<file path="config.mk">
export PLATFORM = sky130hd
export DESIGN_NAME = anc_frame_sequencer_flat
export DESIGN_NICKNAME = d
export VERILOG_FILES = /design/src/rtl/anc_pkg.sv /design/src/rtl/anc_frame_sequencer_if.sv /design/src/rtl/anc_watchdog_timer.sv /design/src/rtl/anc_frame_sequencer.sv /design/src/flat_wrapper.sv
export SDC_FILE = /design/constraint.sdc
export NUM_CORES = 1
export LEC_CHECK = 0
export ABC_AREA = 1
export BUFFER_PORTS_ARGS = -buffer_cell sky130_fd_sc_hd__buf_4
export CAP_MARGIN = 20
export CELL_PAD_IN_SITES_DETAIL_PLACEMENT = 1
export CELL_PAD_IN_SITES_GLOBAL_PLACEMENT = 1
export CORE_UTILIZATION = 41
export DETAILED_ROUTE_END_ITERATION = 16
export HOLD_SLACK_MARGIN = 0.1
export PLACE_DENSITY_LB_ADDON = 0.05
export SYNTH_ARGS = -nofsm -noshare
export SYNTH_HDL_FRONTEND = slang
export SYNTH_HIERARCHICAL = 1
export SYNTH_SLANG_ARGS = --single-unit
</file>
<file path="constraint.sdc">
create_clock -name Clk_100M -period 5.31 [get_ports Clk_100M]
set_clock_uncertainty 0.05 [all_clocks]
set_input_delay 0.7965 -clock Clk_100M [delete_from_list [all_inputs] [get_ports Clk_100M]]
set_output_delay 0.7965 -clock Clk_100M [all_outputs]
set_load 0.02 [all_outputs]
</file>
<file path="src/rtl/anc_pkg.sv">
// Shared types and constants for the ANC frame sequencer slice.
package anc_pkg;

    localparam int ANC_DATA_W      = 16;
    localparam int ANC_TIMEOUT_CYC = 4000;

    typedef enum logic [1:0] {
        IDLE,
        FILT,
        UPD,
        OUT
    } anc_state_t;

    // Negation that cannot overflow: the most negative code clamps to the most positive.
    function automatic logic [ANC_DATA_W-1:0] sat_neg(input logic [ANC_DATA_W-1:0] x);
        logic [ANC_DATA_W-1:0] most_neg;
        most_neg = {1'b1, {(ANC_DATA_W-1){1'b0}}};
        if (x == most_neg) begin
            return ~most_neg;
        end
        return -x;
    endfunction

endpackage

</file>
<file path="src/rtl/anc_frame_sequencer_if.sv">
// Sample, filter/update handshake, PWM and status signals of the frame sequencer.
interface anc_frame_sequencer_if
    import anc_pkg::*;
#(
    parameter int DATA_W = ANC_DATA_W
);
    logic              rx_valid;
    logic [DATA_W-1:0] rx_data;
    logic              adapt_en;
    logic              filt_start;
    logic [DATA_W-1:0] filt_x;
    logic              filt_done;
    logic [DATA_W-1:0] filt_y;
    logic              upd_start;
    logic              upd_done;
    logic [DATA_W-1:0] audio_sample;
    logic              audio_valid;
    logic              busy;
    logic              overrun;
    logic              timeout;
    logic              clear_status;
    logic              spi_led;
    logic [15:0]       frame_count;

    modport master (
        input  rx_valid, rx_data, adapt_en, filt_done, filt_y, upd_done, clear_status,
        output filt_start, filt_x, upd_start, audio_sample, audio_valid,
               busy, overrun, timeout, spi_led, frame_count
    );

    modport slave (
        output rx_valid, rx_data, adapt_en, filt_done, filt_y, upd_done, clear_status,
        input  filt_start, filt_x, upd_start, audio_sample, audio_valid,
               busy, overrun, timeout, spi_led, frame_count
    );

endinterface

</file>
<file path="src/rtl/anc_watchdog_timer.sv">
// Wait-cycle counter shared by the filter and update handshakes.
module anc_watchdog_timer
    import anc_pkg::*;
#(
    parameter int TIMEOUT_CYC = ANC_TIMEOUT_CYC
) (
    input  logic clk,
    input  logic rst,
    input  logic clear,
    input  logic enable,
    output logic expire
);

    localparam int CNT_W = $clog2(TIMEOUT_CYC) + 1;

    logic [CNT_W-1:0] count;

    always_ff @(posedge clk) begin
        if (rst || clear) begin
            count <= '0;
        end else if (enable) begin
            count <= count + CNT_W'(1);
        end
    end

    // Asserted during the last permitted wait cycle.
    always_comb begin
        expire = enable && (count == CNT_W'(TIMEOUT_CYC - 1));
    end

endmodule

</file>
<file path="src/rtl/anc_frame_sequencer.sv">
// Per-sample scheduler: FIR filter, optional LMS update, then saturated inverted output to PWM.
module anc_frame_sequencer
    import anc_pkg::*;
#(
    parameter int DATA_W      = ANC_DATA_W,
    parameter int TIMEOUT_CYC = ANC_TIMEOUT_CYC
) (
    input  logic                    Clk_100M,
    input  logic                    ResetSwitch,
    anc_frame_sequencer_if.master   bus
);

    anc_state_t        state;
    anc_state_t        state_d;
    logic              adapt_q;
    logic [DATA_W-1:0] filt_y_q;
    logic              frame_go;
    logic              accept_filt;
    logic              enter_upd;
    logic              enter_out;
    logic              abort;
    logic              overrun_set;
    logic              wd_clear;
    logic              wd_enable;
    logic              wd_expire;

    anc_watchdog_timer #(
        .TIMEOUT_CYC (TIMEOUT_CYC)
    ) u_watchdog (
        .clk    (Clk_100M),
        .rst    (ResetSwitch),
        .clear  (wd_clear),
        .enable (wd_enable),
        .expire (wd_expire)
    );

    always_ff @(posedge Clk_100M) begin
        if (ResetSwitch) begin
            state <= IDLE;
        end else begin
            state <= state_d;
        end
    end

    // A done in the expiring cycle takes priority over the abort.
    always_comb begin
        state_d     = state;
        frame_go    = 1'b0;
        accept_filt = 1'b0;
        enter_upd   = 1'b0;
        enter_out   = 1'b0;
        abort       = 1'b0;
        wd_clear    = 1'b0;
        case (state)
            IDLE: begin
                if (bus.rx_valid) begin
                    state_d  = FILT;
                    frame_go = 1'b1;
                    wd_clear = 1'b1;
                end
            end
            FILT: begin
                if (bus.filt_done) begin
                    accept_filt = 1'b1;
                    if (adapt_q) begin
                        state_d   = UPD;
                        enter_upd = 1'b1;
                        wd_clear  = 1'b1;
                    end else begin
                        state_d   = OUT;
                        enter_out = 1'b1;
                    end
                end else if (wd_expire) begin
                    state_d = IDLE;
                    abort   = 1'b1;
                end
            end
            UPD: begin
                if (bus.upd_done) begin
                    state_d   = OUT;
                    enter_out = 1'b1;
                end else if (wd_expire) begin
                    state_d = IDLE;
                    abort   = 1'b1;
                end
            end
            OUT: begin
                state_d = IDLE;
            end
            default: begin
                state_d = IDLE;
            end
        endcase
        wd_enable   = (state == FILT) || (state == UPD);
        overrun_set = bus.rx_valid && (state != IDLE);
        bus.busy    = (state != IDLE);
    end

    always_ff @(posedge Clk_100M) begin
        if (ResetSwitch) begin
            adapt_q          <= 1'b0;
            filt_y_q         <= '0;
            bus.filt_start   <= 1'b0;
            bus.filt_x       <= '0;
            bus.upd_start    <= 1'b0;
            bus.audio_sample <= '0;
            bus.audio_valid  <= 1'b0;
            bus.overrun      <= 1'b0;
            bus.timeout      <= 1'b0;
            bus.spi_led      <= 1'b0;
            bus.frame_count  <= '0;
        end else begin
            bus.filt_start  <= frame_go;
            bus.upd_start   <= enter_upd;
            bus.audio_valid <= enter_out;

            if (frame_go) begin
                bus.filt_x <= bus.rx_data;
                adapt_q    <= bus.adapt_en;
            end

            if (accept_filt) begin
                filt_y_q <= bus.filt_y;
            end

            // The no-adapt path commits straight from the live filter output.
            if (enter_out) begin
                bus.audio_sample <= sat_neg(accept_filt ? bus.filt_y : filt_y_q);
                bus.spi_led      <= ~bus.spi_led;
                bus.frame_count  <= bus.frame_count + 16'd1;
            end

            if (overrun_set) begin
                bus.overrun <= 1'b1;
            end else if (bus.clear_status) begin
                bus.overrun <= 1'b0;
            end

            if (abort) begin
                bus.timeout <= 1'b1;
            end else if (bus.clear_status) begin
                bus.timeout <= 1'b0;
            end
        end
    end

endmodule

</file>
<file path="src/flat_wrapper.sv">
// flat-port wrapper written by rule: the top's interface ports become plain ports
module anc_frame_sequencer_flat import anc_pkg::*;
#(
    parameter int DATA_W      = ANC_DATA_W,
    parameter int TIMEOUT_CYC = ANC_TIMEOUT_CYC
)
  (Clk_100M, ResetSwitch, bus_rx_valid, bus_rx_data, bus_adapt_en, bus_filt_done, bus_filt_y, bus_upd_done, bus_clear_status, bus_filt_start, bus_filt_x, bus_upd_start, bus_audio_sample, bus_audio_valid, bus_busy, bus_overrun, bus_timeout, bus_spi_led, bus_frame_count);
  anc_frame_sequencer_if #(.DATA_W(DATA_W)) bus_i ();
  input  logic Clk_100M;
  input  logic ResetSwitch;
  input wire logic [$bits(bus_i.rx_valid)-1:0] bus_rx_valid;
  input wire logic [$bits(bus_i.rx_data)-1:0] bus_rx_data;
  input wire logic [$bits(bus_i.adapt_en)-1:0] bus_adapt_en;
  input wire logic [$bits(bus_i.filt_done)-1:0] bus_filt_done;
  input wire logic [$bits(bus_i.filt_y)-1:0] bus_filt_y;
  input wire logic [$bits(bus_i.upd_done)-1:0] bus_upd_done;
  input wire logic [$bits(bus_i.clear_status)-1:0] bus_clear_status;
  output wire logic [$bits(bus_i.filt_start)-1:0] bus_filt_start;
  output wire logic [$bits(bus_i.filt_x)-1:0] bus_filt_x;
  output wire logic [$bits(bus_i.upd_start)-1:0] bus_upd_start;
  output wire logic [$bits(bus_i.audio_sample)-1:0] bus_audio_sample;
  output wire logic [$bits(bus_i.audio_valid)-1:0] bus_audio_valid;
  output wire logic [$bits(bus_i.busy)-1:0] bus_busy;
  output wire logic [$bits(bus_i.overrun)-1:0] bus_overrun;
  output wire logic [$bits(bus_i.timeout)-1:0] bus_timeout;
  output wire logic [$bits(bus_i.spi_led)-1:0] bus_spi_led;
  output wire logic [$bits(bus_i.frame_count)-1:0] bus_frame_count;
  assign bus_i.rx_valid = bus_rx_valid;
  assign bus_i.rx_data = bus_rx_data;
  assign bus_i.adapt_en = bus_adapt_en;
  assign bus_i.filt_done = bus_filt_done;
  assign bus_i.filt_y = bus_filt_y;
  assign bus_i.upd_done = bus_upd_done;
  assign bus_i.clear_status = bus_clear_status;
  assign bus_filt_start = bus_i.filt_start;
  assign bus_filt_x = bus_i.filt_x;
  assign bus_upd_start = bus_i.upd_start;
  assign bus_audio_sample = bus_i.audio_sample;
  assign bus_audio_valid = bus_i.audio_valid;
  assign bus_busy = bus_i.busy;
  assign bus_overrun = bus_i.overrun;
  assign bus_timeout = bus_i.timeout;
  assign bus_spi_led = bus_i.spi_led;
  assign bus_frame_count = bus_i.frame_count;
  anc_frame_sequencer #(.DATA_W(DATA_W), .TIMEOUT_CYC(TIMEOUT_CYC)) u_core (.Clk_100M(Clk_100M), .ResetSwitch(ResetSwitch), .bus(bus_i));
endmodule
</file>
Word-level counts from Yosys, hierarchy flattened --
Cells that the tools add are included.
Operators by class: add/sub/neg operators 3, multipliers 0, divide/modulo/power cells 0, $lt $le $gt $ge 0, equality and inequality tests 6, shifts and indexed selects 0, muxes and demuxes 30, bitwise operators 2, reduce and logical (&&, ||, !) cells 9
Operators by type and width (number):
- 2-to-1 mux 16 bit | 3
- 2-to-1 mux 1 bit | 19
- adder 16 x 1 -> 16 bit (second input constant) | 1
- equality test 16 bit (second input constant) | 1
- negation 16 bit | 1
- adder 13 x 1 -> 13 bit (second input constant) | 1
- equality test 13 x 12 -> 1 bit (second input constant) | 1
- 2-to-1 mux 2 bit | 4
- case mux 2 bit (4 select lines) | 1
- case mux 1 bit (2 select lines) | 3
- nonzero test 2 bit | 3
- equality test 2 bit (second input constant) | 2
- equality test 2 x 1 -> 1 bit (second input constant) | 1
- logical AND 1 bit | 2
- zero test 2 bit | 1
- logical OR 1 bit | 2
- != test 2 bit (second input constant) | 1
- NOT 1 bit | 2
- OR reduction 2 bit | 1
Word-level totals: bits in registers 86, bits in latches 0, memory bits (writable) 0, ROM bits 0, bits of input ports 39, output and inout port bits 55, memories kept 0

Longest topological paths before layout --
depth in word-level cells 8, gate-level depth with buffers 16, mapped depth without buffers 14

Cells and area by module --
Netlist, hierarchy kept.
Modules (own cells, without submodules):
- anc_frame_sequencer | times used 1, cells each 477, area an instance 3509.6 µm², sequential area each 1461.4 µm²
- anc_watchdog_timer | times used 1, cells each 109, area an instance 695.7 µm², sequential area each 260.2 µm²

Worst setup path before layout --
No wires, ideal clock.
kind input to register, from in bus_filt_done, to reg u_core.bus.audio_sample[11], library setup time 74 ps, data arrival time 2168 ps, required time 5186 ps, path slack 3018 ps, cell stages on the path 11, path buffers 3, cells stage by stage buf_6 nand2_4 buf_12 nand2_1 o21ai_4 ha_1 nand3_4 nor2_4 nand3b_4 buf_6 a31oi_1
On the way: word-level cells in the longest chain between the ends 8
RTL lines:
- start, declared | RTL line flat_wrapper.sv:14 | input wire logic [$bits(bus_i.filt_done)-1:0] bus_filt_done;
- branches (longest 8 deep; another with negation 16 bit)
- end signal, assigned | RTL line anc_frame_sequencer.sv:128 | bus.audio_sample <= sat_neg(accept_filt ? bus.filt_y : filt_y_q);
- end, declared | RTL line anc_frame_sequencer_if.sv:27 | output filt_start, filt_x, upd_start, audio_sample, audio_valid,
Parallel ways; which one is timed is not known. The select of a mux whose other input is x is not followed. A chain may end at the register's enable or synchronous reset.

Final worst setup path --
from reg u_core.state[1], to reg u_core.bus.audio_sample[3]
On the way: word-level cells in the longest chain between the ends 8
RTL lines:
- start, declared | RTL line anc_frame_sequencer.sv:13 | anc_state_t state;
- start signal, assigned | RTL line anc_frame_sequencer.sv:41 | state <= state_d;
- branches (longest 8 deep; another with negation 16 bit)
Parallel ways; which one is timed is not known. The select of a mux whose other input is x is not followed.

==> impl_results.md <==
* Switch share at between 30% and 40%
* H-tree depth at 3
* Lkg Pwr at 2.402 nW
* Die W at approximately 100 um
* WP data arrival at about 3100 ps
* Post-Place Cell Area at ~4900 um2
* CP startpoint kind: flop
* Post-Synthesis Cell Area at ~4200 um2
* EDFF count, synth at 0
* Router iterations before antenna repair at 4
* WHS Endpoint: u_core/bus.spi_led
* Main flop type after synthesis: dfxtp_1
* R2R Path End: u_core/bus.audio_sample[3]
* Crit path max fanout at 32
* Grt total ovfl at 0
* Largest net degree at the start of global routing at 37
* CP bufs+invs at 2
* Avg Vias per Cell at roughly 5
* Fmax at approximately 0.34 GHz
* Synth area leader: dfxtp_1
* R2r setup slk at ~2400 ps
* Total wire length at approximately 11000 um
* Max-cap viol count at 0
* Inserted Clock Buffers at 9
* R2r startpoint: u_core/state[1]
* Synth Area in Compound Gates at approximately 12%
* Final Max Tran Viols at 0
* Place WS at between 2000 and 2500 ps
* Worst hold start: u_core/bus.spi_led
* Final setup violation count at 0
* Worst-margin pin slew at a little over 800 ps
* Number of global-route vias before repair at between 3000 and 4000
* Critical path endpoint category: flop
* Sequential power share at a little over two fifths
* Hpwl dp at ~8600 um
* Logic pwr share at 26.3%
* Worst relative slew slack at approximately 45%
* Adder-cell share of the synthesized area at 1.785%
* Internal Dissipation at 1.057 mW
* Largest delay share family, worst path: buffers and inverters
* Top-area cell type share of the netlist area at 40.94%
* Core ar. at approximately 9900 um2
* Syn Area/Cell at between 7 and 8 um2
* Post-Synth Simple-Gate Area at 33.14%
* Ys Warns at 6
* Worst-path cell chain: inv_1 > ha_1 > nand2_4 > nand2_4 > nand3_4 > inv_1 > o21ai_0 > a31oi_1
* Setup TNS at 0 ps
* Total GRT Usage at approximately 22%
* WL/cell at approximately 14 um
* Root buf cell: clkbuf_8
* Rows at 36
* Sink Count at 86
* RSZ-0062 raised after global routing: false
* Tmin final at just under 3000 ps
* XOR/XNOR Fraction of Synth Area at ~2.1%
* WP data required at 5520 ps
* Peak supply drop at ~0.12 mV
* Starting Density at a little over two fifths
* #FFs+latches synth at 86
* Final Hold Viols at 0
* Net switching power at 547.0 uW
* Mux cell area share after synthesis at 0%
* CP max stage cell: inv_1
* Post-CTS setup buffer count at 0
* FF-to-FF path depth at 8
* Synth-to-Final Area Change at 22.52%
* PnR worst setup slack at around 2400 ps
* DRC errors left at 0
* Async SR Flop Fraction at 0%
* Sequential fraction of the synthesis area at roughly 41%
* CTS Buffer Depth at 2
* Syn_nets at approximately 630
* Outcome: finished clean
* Initial antenna violation count at 0
* Hold Crit Class: reg2reg
* Design area at 5152 um2
* Crit-path max cell delay at ~680 ps
* Crit path kind: reg2reg
* Worst skew pair latency at about 350 ps
* Layout cells sized above 1 at 23.00%
* Synth top area cells: dfxtp_1 (41%), nor2_1 (9.2%), nand2_1 (9.1%)
* CTS resizes at 0
* First-pass GRT wire length at approximately 18000 um
* Ports at 94
* Most frequent cells in the layout: nor2_1 (103), nand2_1 (102), buf_4 (93)
* CTS tree: built
* Vias at 4003
* CTS Hold Bufs at 0
* Cell count after synthesis at 586
* Diode count at 0
* Most common cell after layout, fill and taps aside: nor2_1
* Power share of the clock group at between 20% and 30%
* Die H at 103.3 um
* # nets final at slightly above 700
* Final worst-path cycle share at about 55%
* Reg clk slew, reported paths at ~90 ps
* Drt first-iter violations at 72
* Post-route ant nets at 0
* Port buffer count at a little over 90
* Die area at between 10000 and 15000 um2
* P per Cell Area at 311.2 nW/um2
* Largest family of logic cells by synthesized area: simple AND/OR/NAND/NOR gates
* Routability cong. at between 0.7 and 0.8
* Post-synth cell types at 39
* Worst hold path depth at 1
[power by group through the flow]
stage / logic (mW) / clock network [mW] / registers (mW)
after floorplan: 0.269 / 0 / 0.748
after global placement: 0.408 / 0 / 0.719
after detailed placement: 0.421 / 0 / 0.721
after CTS: 0.425 / 0.493 / 0.706
after global routing: 0.466 / 0.521 / 0.711
final: 0.421 / 0.477 / 0.706
[metal layers]
metal / vias to the layer above / track usage [%] / part of all wire (%)
li1: 2015 / - / -
met1: 1902 / 25.10 / 42
met2: 67 / 41.38 / 52
met3: 19 / 3.159 / 3.1
met4: 0 / 8.667 / 2.2
met5: - / 0 / 0
[worst max path at each step]
stage                                       end       startpoint  depth (start not counted)
floorplan           u_core/bus.audio_sample[11]    bus_filt_done                         11
global placement    u_core/bus.audio_sample[14]  u_core/state[1]                          9
detailed placement   u_core/bus.audio_sample[3]  u_core/state[1]                          8
CTS                  u_core/bus.audio_sample[3]  u_core/state[1]                          8
global route         u_core/bus.audio_sample[3]  u_core/state[1]                          8
finish               u_core/bus.audio_sample[3]  u_core/state[1]                          8
[worst reg2reg max path, cell delays in order (launching register included)]
cell and delay [ps]:
dfxtp_1 330, inv_1 110, ha_1 570, nand2_4 340, nand2_4 160, nand3_4 180
inv_1 680, o21ai_0 220, a31oi_1 210
[cells by family after synthesis]
group           count (synthesis)
simple gates                  296
buf+inv                        95
compound gates                 93
flops                          86
xor+xnor                       10
fa+ha+maj                       6
[per-stage QoR]
stage | total power, mW | util (%) | instances | hold WS [ps]
4_1_cts | 1.625 | 52.23 | 807 | 410.2
3_3_place_gp | 1.127 | 49.96 | 790 | 395.7
2_1_floorplan | 1.017 | - | 586 | 408.9
5_1_grt | 1.698 | 52.23 | 807 | 439.2
3_5_place_dp | 1.142 | 50.16 | 791 | 395.5
6_report | 1.604 | 52.23 | 807 | 405.7
[final cells by class]
| cell class | count | area, um2 |
|---|---|---|
| Sequential cell | 86 | 1722 |
| Timing Repair Buffer | 94 | 718.2 |
| Clock inverter | 7 | 80.08 |
| Inverter | 73 | 274.0 |
| Fill cell | 1302 | 4712 |
| Multi-Input combinational cell | 405 | 2068 |
| Tap cell | 133 | 166.4 |
| Clock buffer | 9 | 123.9 |
[cell usage after synthesis, types with 2 or more instances]
cell        n
a31oi_1     6
nand2_4     6
o21ai_1     5
ha_1        6
buf_1       2
inv_1      71
nand4_1     4
nor2_1    103
xor2_1      9
nand2_2    12
a21oi_1    27
nand2_1   102
clkbuf_1   11
inv_2       2
nor2_4      5
nand3_1    37
buf_6       4
nand3_4     2
nor2_2     12
o21ai_0    44
buf_4       3
o21a_1      7
dfxtp_1    86
nor3_1      5
[state kept, by name, indices dropped and copies added (netlist names)]
name / cells
u_core/bus.upd_start: 1
u_core/bus.frame_count: 16
u_core/state: 2
u_core/bus.filt_x: 16
u_core/bus.filt_start: 1
u_core/bus.spi_led: 1
u_core/bus.overrun: 1
u_core/filt_y_q: 16
u_core/bus.timeout: 1
u_core/u_watchdog/count: 13
u_core/adapt_q: 1
u_core/bus.audio_valid: 1
u_core/bus.audio_sample: 16
Note: power is estimated with default switching activity, not from simulation.
